--- src/rtl/sprite_line_renderer_pkg.sv ---
// Shared video definitions for the sprite line buffer writer.
// Line buffer geometry, sprite pixel format and renderer state encoding.
// Pixel colour extraction from a 4-plane sprite row lives here as a helper.
package sprite_line_renderer_pkg;

  localparam int LB_DEPTH    = 256;
  localparam int LB_DATA_W   = 8;
  localparam int LB_IDX_W    = $clog2(LB_DEPTH);
  localparam int PIX_PER_SPR = 8;
  localparam int SPR_PAT_W   = 4 * PIX_PER_SPR;

  localparam logic [LB_DATA_W-1:0] SPR_MARK_DEF    = 8'h10;
  localparam logic [LB_DATA_W-1:0] CLEAR_VALUE_DEF = 8'h00;

  typedef enum logic [2:0] {
    ST_IDLE,
    ST_CLEAR,
    ST_WAIT,
    ST_READ,
    ST_CHECK
  } rend_state_t;

  // Pattern is {plane3,plane2,plane1,plane0}; pixel 0 is the MSB of each plane.
  function automatic logic [3:0] pix_colour(input logic [SPR_PAT_W-1:0] pat,
                                            input logic [2:0] i);
    logic [2:0] b;
    logic [7:0] p0, p1, p2, p3;
    b  = 3'd7 - i;
    p0 = pat[7:0];
    p1 = pat[15:8];
    p2 = pat[23:16];
    p3 = pat[31:24];
    return {p3[b], p2[b], p1[b], p0[b]};
  endfunction

endpackage

--- src/rtl/sprite_line_renderer.sv ---
// Sprite line writer: clears the bank under construction, then draws sprite rows with read-check-write.
// Latency: 256 cycles to clear, 2 cycles per sprite pixel (16 per unclipped row), buffer read is 1 cycle.
// Backpressure: spr_ready only in WAIT and never in a line_start cycle; a line_start drops any sprite in flight.
module sprite_line_renderer
  import sprite_line_renderer_pkg::*;
#(
  parameter logic [LB_DATA_W-1:0] CLEAR_VALUE = CLEAR_VALUE_DEF,
  parameter logic [LB_DATA_W-1:0] SPR_MARK    = SPR_MARK_DEF
) (
  input  logic                 clk,
  input  logic                 reset_n,
  input  logic                 line_start,
  output logic                 linesel,
  input  logic                 spr_valid,
  output logic                 spr_ready,
  input  logic [LB_IDX_W-1:0]  spr_x,
  input  logic [SPR_PAT_W-1:0] spr_pattern,
  output logic [LB_IDX_W-1:0]  lb_idx,
  input  logic [LB_DATA_W-1:0] lb_rddata,
  output logic [LB_DATA_W-1:0] lb_wrdata,
  output logic                 lb_wren,
  output logic                 collision,
  input  logic                 coll_clr,
  output logic                 busy
);

  rend_state_t          r_state;
  rend_state_t          w_state_nxt;
  logic [LB_IDX_W-1:0]  r_idx;
  logic [2:0]           r_i;
  logic [LB_IDX_W-1:0]  r_x;
  logic [SPR_PAT_W-1:0] r_pat;
  logic                 r_linesel;
  logic                 r_collision;

  logic [3:0]           w_colour;
  logic                 w_opaque;
  logic                 w_occupied;
  logic                 w_draw;
  logic                 w_hit;
  logic                 w_accept;
  logic [LB_IDX_W:0]    w_next_pix;
  logic                 w_last;
  logic                 w_unused_rd;

  // Only the colour nibble decides occupancy; the palette bits are ignored.
  assign w_unused_rd = ^lb_rddata[LB_DATA_W-1:4];

  assign w_colour   = pix_colour(r_pat, r_i);
  assign w_opaque   = |w_colour;
  assign w_occupied = |lb_rddata[3:0];
  assign w_draw     = (r_state == ST_CHECK) && w_opaque && !w_occupied;
  assign w_hit      = (r_state == ST_CHECK) && w_opaque && w_occupied;
  assign w_accept   = spr_valid && spr_ready;
  // Position of the following pixel; bit 8 set means it falls off the right edge.
  assign w_next_pix = {1'b0, r_x} + {6'b0, r_i} + 9'd1;
  assign w_last     = (r_i == 3'(PIX_PER_SPR - 1)) || w_next_pix[LB_IDX_W];

  assign linesel   = r_linesel;
  assign lb_idx    = r_idx;
  assign collision = r_collision;

  // State register.
  always_ff @(posedge clk or negedge reset_n) begin
    if (!reset_n) r_state <= ST_IDLE;
    else          r_state <= w_state_nxt;
  end

  // Next-state logic; line_start overrides everything and restarts the clear.
  always_comb begin
    w_state_nxt = r_state;
    if (line_start) begin
      w_state_nxt = ST_CLEAR;
    end else begin
      case (r_state)
        ST_IDLE:  w_state_nxt = ST_IDLE;
        ST_CLEAR: if (r_idx == LB_IDX_W'(LB_DEPTH - 1)) w_state_nxt = ST_WAIT;
        ST_WAIT:  if (w_accept) w_state_nxt = ST_READ;
        ST_READ:  w_state_nxt = ST_CHECK;
        ST_CHECK: w_state_nxt = w_last ? ST_WAIT : ST_READ;
        default:  w_state_nxt = ST_IDLE;
      endcase
    end
  end

  // Output decode from the registered state; the CHECK write depends on the buffer read data.
  always_comb begin
    spr_ready = (r_state == ST_WAIT) && !line_start;
    busy      = (r_state == ST_CLEAR) || (r_state == ST_READ) || (r_state == ST_CHECK);
    lb_wren   = (r_state == ST_CLEAR) || w_draw;
    lb_wrdata = '0;
    if (r_state == ST_CLEAR) lb_wrdata = CLEAR_VALUE;
    else if (w_draw)         lb_wrdata = SPR_MARK | {4'b0, w_colour};
  end

  // Address counter, sprite capture and bank select.
  always_ff @(posedge clk or negedge reset_n) begin
    if (!reset_n) begin
      r_linesel <= 1'b0;
      r_idx     <= '0;
      r_i       <= '0;
      r_x       <= '0;
      r_pat     <= '0;
    end else if (line_start) begin
      r_linesel <= !r_linesel;
      r_idx     <= '0;
    end else begin
      case (r_state)
        ST_CLEAR: r_idx <= r_idx + 8'd1;
        ST_WAIT: begin
          if (w_accept) begin
            r_x   <= spr_x;
            r_pat <= spr_pattern;
            r_i   <= '0;
            r_idx <= spr_x;
          end
        end
        ST_CHECK: begin
          r_i   <= r_i + 3'd1;
          r_idx <= w_next_pix[LB_IDX_W-1:0];
        end
        default: ;
      endcase
    end
  end

  // Sticky collision flag; a new hit wins over a clear in the same cycle.
  always_ff @(posedge clk or negedge reset_n) begin
    if (!reset_n)      r_collision <= 1'b0;
    else if (w_hit)    r_collision <= 1'b1;
    else if (coll_clr) r_collision <= 1'b0;
  end

endmodule
--- config.mk ---
export PLATFORM = sky130hd
export DESIGN_NAME = sprite_line_renderer
export DESIGN_NICKNAME = d
export VERILOG_FILES = /design/src/rtl/sprite_line_renderer_pkg.sv /design/src/rtl/sprite_line_renderer.sv
export SDC_FILE = /design/constraint.sdc
export NUM_CORES = 1
export LEC_CHECK = 0
export CORE_UTILIZATION = 49
export CTS_BUF_LIST = sky130_fd_sc_hd__clkbuf_16
export CTS_CLUSTER_SIZE = 8
export DETAILED_ROUTE_END_ITERATION = 12
export PLACE_DENSITY = 0.9
export SLEW_MARGIN = 20
export SYNTH_ARGS = -nofsm -noshare
export SYNTH_HDL_FRONTEND = slang
export SYNTH_SLANG_ARGS = --single-unit
--- constraint.sdc ---
create_clock -name clk -period 2.5 [get_ports clk]
set_input_delay 0.625 -clock clk [delete_from_list [all_inputs] [get_ports clk]]
set_output_delay 0.625 -clock clk [all_outputs]
set_load 0.02 [all_outputs]
# After elaboration in Yosys (flattened, before gate mapping)
# Index checks and enable logic that the tools add are counted.
# classes
n_addsub	5
order_cmp	1
eq_ne	9
mux	22
bitwise	1
reduce_logical	21
# op_table
operator	n
one-hot mux 8 bit (3 select lines)	1
2-to-1 mux 8 bit	2
binary-select mux 1 bit (select 3 bit)	4
2-to-1 mux 3 bit	4
one-hot mux 3 bit (4 select lines)	1
2-to-1 mux 5 bit	2
adder 8 x 3 -> 9 bit	1
adder 9 x 1 -> 9 bit, second input constant	1
adder 8 x 1 -> 8 bit, second input constant	1
equality test 8 bit, second input constant	1
OR reduction 4 bit	2
2-to-1 mux 1 bit	7
equality test 3 x 2 -> 1 bit, second input constant	2
equality test 3 bit, second input constant	2
!= test 3 bit, second input constant	2
one-hot mux 3 bit (2 select lines)	1
AND reduction 3 bit	2
logical AND 1 bit	5
logical OR 1 bit	4
< comparator 3 x 4 -> 1 bit, second input constant	1
AND reduction 2 bit	2
nonzero test 2 bit	2
nonzero test 4 bit	1
adder 3 x 1 -> 3 bit, second input constant	1
5 further kinds	7
# totals
ff_bits	56
in_bits	53
out_inout_bits	21
elab_cells	66

# Depth between registers and ports, before layout
# depth
ltp_word	8
ltp_mapped	11
depth_no_buf	9

# Worst setup path after synthesis
# Ideal clock, no wire load.
# synth_path
path_kind	register to output
startpoint	register r_i[0]
endpoint	output port lb_wren
arrival_ps	1787
t_required_ps	1875
setup_slack_ps	88
stages_incl_launch_ff	7
n_path_buf	1
path_cell_list	dfrtp_1 -> buf_2 -> or2_2 -> o32ai_1 -> nor3_1 -> o211a_1 -> o21ai_0
# synth_between
elab_chain_len	7
word_cells_on_any_way	13
cone_classes	1 x add/sub; 8 x mux; 4 x reduce/logical
# synth_lines
item	line	rtl
from (decl)	sprite_line_renderer.sv:30	logic [2:0] r_i;
from (signal assigned)	sprite_line_renderer.sv:119	r_i <= r_i + 3'd1;
subtractor 3 bit (*)	sprite_line_renderer_pkg.sv:28	b = 3'd7 - i;
binary-select mux 1 bit (select 3 bit)	sprite_line_renderer_pkg.sv:33	return {p3[b], p2[b], p1[b], p0[b]};
2-to-1 mux 1 bit (not written as such)	sprite_line_renderer_pkg.sv:33	
OR reduction 4 bit (*)	sprite_line_renderer.sv:50	assign w_opaque = |w_colour;
logical AND 1 bit (*) (2 in series)	sprite_line_renderer.sv:52	assign w_draw = (r_state == ST_CHECK) && w_opaque && !w_occupied;
logical OR 1 bit (*)	sprite_line_renderer.sv:90	lb_wren = (r_state == ST_CLEAR) || w_draw;
to (decl)	sprite_line_renderer.sv:21	output logic lb_wren,
# Every way passes the cells marked *; elsewhere a longest branch is shown, timed or not. The select of a mux whose other input is x is not followed.

# Worst setup path in the final report
# layout_path
startpoint	register r_i[2]
endpoint	output port lb_wrdata[4]
# layout_between
elab_chain_len	8
word_cells_on_any_way	14
cone_classes	1 x add/sub; 10 x mux; 3 x reduce/logical
# layout_lines
item	line	rtl
subtractor 3 bit (*)	sprite_line_renderer_pkg.sv:28	
binary-select mux 1 bit (select 3 bit)	sprite_line_renderer_pkg.sv:33	
2-to-1 mux 1 bit (not written as such)	sprite_line_renderer_pkg.sv:33	
OR reduction 4 bit (*)	sprite_line_renderer.sv:50	
logical AND 1 bit (*) (2 in series)	sprite_line_renderer.sv:52	
2-to-1 mux 5 bit (*)	sprite_line_renderer.sv:93	else if (w_draw) lb_wrdata = SPR_MARK | {4'b0, w_colour};
2-to-1 mux 5 bit (*)	sprite_line_renderer.sv:92	if (r_state == ST_CLEAR) lb_wrdata = CLEAR_VALUE;
to (decl)	sprite_line_renderer.sv:20	output logic [LB_DATA_W-1:0] lb_wrdata,
# Marked as above.

==> run summary <==
Seq/Total Area, Yosys: 43.0%
Synthesis Warnings: 0
Crit. path cell count: 8
Worst min path class: input pin to asynchronous set/reset pin
Worst path max stage delay: 0.47 ns
Post-DP Area: 4110 um2
Unique masters post-synth: 54
Max capacitance violation total: 0
Worst Tran Pin Value: 0.658 ns
Dominant cell type by area after synthesis: dfrtp_1
Hold Vio Cnt, Final: 0
Die H: 83.5 um
GPL Wtd Cong: 0.935
Largest net degree at the start of global routing: 42
Initial antenna violation count: 0
Slew HR: 56.1%
WP buf/inv: 3
Setup violators final: 2
Critical path class: flip-flop to primary output
Final Max Slew Viols: 0
Vias in the first global route: 2895
Total GRT Usage: 25.2%
Synthesized area per cell: 10.9 um2
Fin worst setup slack: -0.195 ns
Failing checks: negative setup slack
Root Buffer: clkbuf_16
Vias per std cell: 6.02
Yosys reg bits: 56
PD cells: 904 nW/um2
Slowest stage cell, crit path: dfrtp_2
Area Overhead vs Synth: 38.9%
Hold buffers post-CTS: 0
H-tree depth: 2
HPWL after DPL: 5920 um
I/O Buffers: 66
First-pass iteration count of the detailed router: 4
Area contributors post-synth: dfrtp_1 43%, mux2_2 13%, mux4_2 5.5%
Vias: 2818
Critical Path Source Type: flip-flop
Fraction of layout instances using a drive strength above 1: 34.5%
Setup crit end kind: primary output
Sink Count: 56
Mapped Cells: 299
Diode count: 0
Cell Chain, Critical Path: buf_4, nor3_2, o32ai_2, nor3_1, o211a_1, buf_6, nor2_2, buf_6
EDFF count, synth: 0
Critical path's top delay family: simple AND/OR/NAND/NOR gates
Status: finished with violations
Worst Path Required: 1.88 ns
Core area: 6390 um2
Min Clock Period, post-route: 2.70 ns
Total global routing overflow: 0
Iter 0 DRT Violations: 99
Critical path arrival: 2.07 ns
Longest Clk Path Bufs: 2
Lkg Pwr: 1.95 nW
Most common cell in the netlist: dfrtp_1
Routed WL per cell: 18.9 um
Worst skew pair latency: 0.29 ns
Clock Pin Slew Worst Setup and Hold Paths: 0.07 ns
First-pass GRT wire length: 14000 um
Worst Reg-to-Reg Cells: 9
DR DRC count: 0
Total wire length: 8860 um
Most common cell on crit path: buf_6
Die area: 6970 um2
Post-synth top cells: 56 x dfrtp_1, 39 x mux2_2, 23 x nand2_1, 21 x nor2_1
IO Pins: 74
Worst IR Drop VDD: 0.553 mV
Post-Syn Area: 3260 um2
Async SR Flop Fraction: 100%
Total CTS buffers: 5
Die Wd: 83.5 um
Max Clock Skew: 0.00534 ns
Placed cells: 451
Max Freq: 371 MHz
Fin crit share: 108%
Nets: 450
Top cell type's share of synthesized area: 43.0%
RSZ-0062 raised after global routing: yes
CP Max Fanout: 6
Post-route cell area: 4520 um2
Non-Filler Instances: 468
TritonCTS clock tree: done
Initial Util: 51.0%
DRT antenna net count: 0
Top FF cell, synth: dfrtp_1
Row cnt: 29
-- cell usage in the layout (no fill, tap or decap), drive strengths merged, types with 6 or more instances in the layout --
master,instances
a21oi,13
ha,6
nand3,8
nand2,24
nor2,21
nor3,13
nor3b,9
dfrtp,56
inv,11
clkdlybuf4s50,54
mux2,39
mux4,8
buf,41
o21ai,12
-- metal layers --
metal	track usage, %	share of wire, %	vias to the layer above
met3	3.96	4.8	20
met4	8.47	2.7	0
li1	-	-	1274
met2	45.5	53	119
met5	0	0	-
met1	30.8	40	1405
-- final timing paths --
path                       startpoint           end  slack, ns
max                            r_i[2]  lb_wrdata[4]      -0.20
min                           reset_n    r_state[1]       0.36
max reg2reg                    r_i[2]     lb_idx[7]       0.07
min reg2reg                   linesel       linesel       0.47
max in group asynchronous     reset_n        r_i[2]       1.55
min in group clk              linesel       linesel       0.47
-- sequential cells by signal, summed over array words and instances (netlist names) --
name / count
r_pat: 32
lb_idx: 8
r_x: 8
r_i: 3
r_state: 3
collision: 1
linesel: 1
-- kinds of logic (layout without fill, tap and decap cells) --
logic type / Yosys count / after routing / synth area share (%)
simple gates: 95 / 95 / 16.0
buf+inv: 29 / 119 / 4.80
xor+xnor: 7 / 7 / 1.88
compound gates: 57 / 57 / 12.2
mux: 47 / 47 / 19.0
flops: 56 / 56 / 43.0
other cells: 1 / 3 / 0.115
fa+ha+maj: 7 / 7 / 2.92
-- what timing repair did --
action                                  CTS  global route
cloned                                    0             0
setup buffers                             3             6
pin swaps                                 9             9
gates resized for setup                  70            17
endpoints found under the setup margin    9             8
-- area by class of cell --
| class | count | area, um2 |
|---|---|---|
| Multi-Input combinational cell | 216 | 1900 |
| Fill cell | 455 | 1870 |
| Sequential cell | 56 | 1400 |
| Timing Repair Buffer | 100 | 945 |
| Clock buffer | 5 | 125 |
| Tap cell | 77 | 96.3 |
| Inverter | 11 | 41.3 |
| Clock inverter | 3 | 13.8 |
-- power breakdown --
group / switching (mW) / internal (mW) / total [mW]
logic: 0.755 / 0.944 / 1.70
clock network: 0.313 / 0.365 / 0.678
registers: 0.431 / 1.28 / 1.71
total: 1.50 / 2.59 / 4.08
-- through the flow --
stage	util (%)	total power, mW	hold WS (ns)	worst slack [ns]	setup TNS [ns]
2_1_floorplan	-	2.52	0.329	0.0882	0
3_3_place_gp	64.4	2.98	0.451	-0.583	-3.40
3_5_place_dp	64.4	3.08	0.458	-0.642	-3.52
4_1_cts	68.6	3.89	0.384	-0.0785	-0.148
5_1_grt	70.8	4.30	0.413	-0.217	-0.451
6_report	70.8	4.09	0.360	-0.195	-0.376
(Power assumes the default switching activity.)
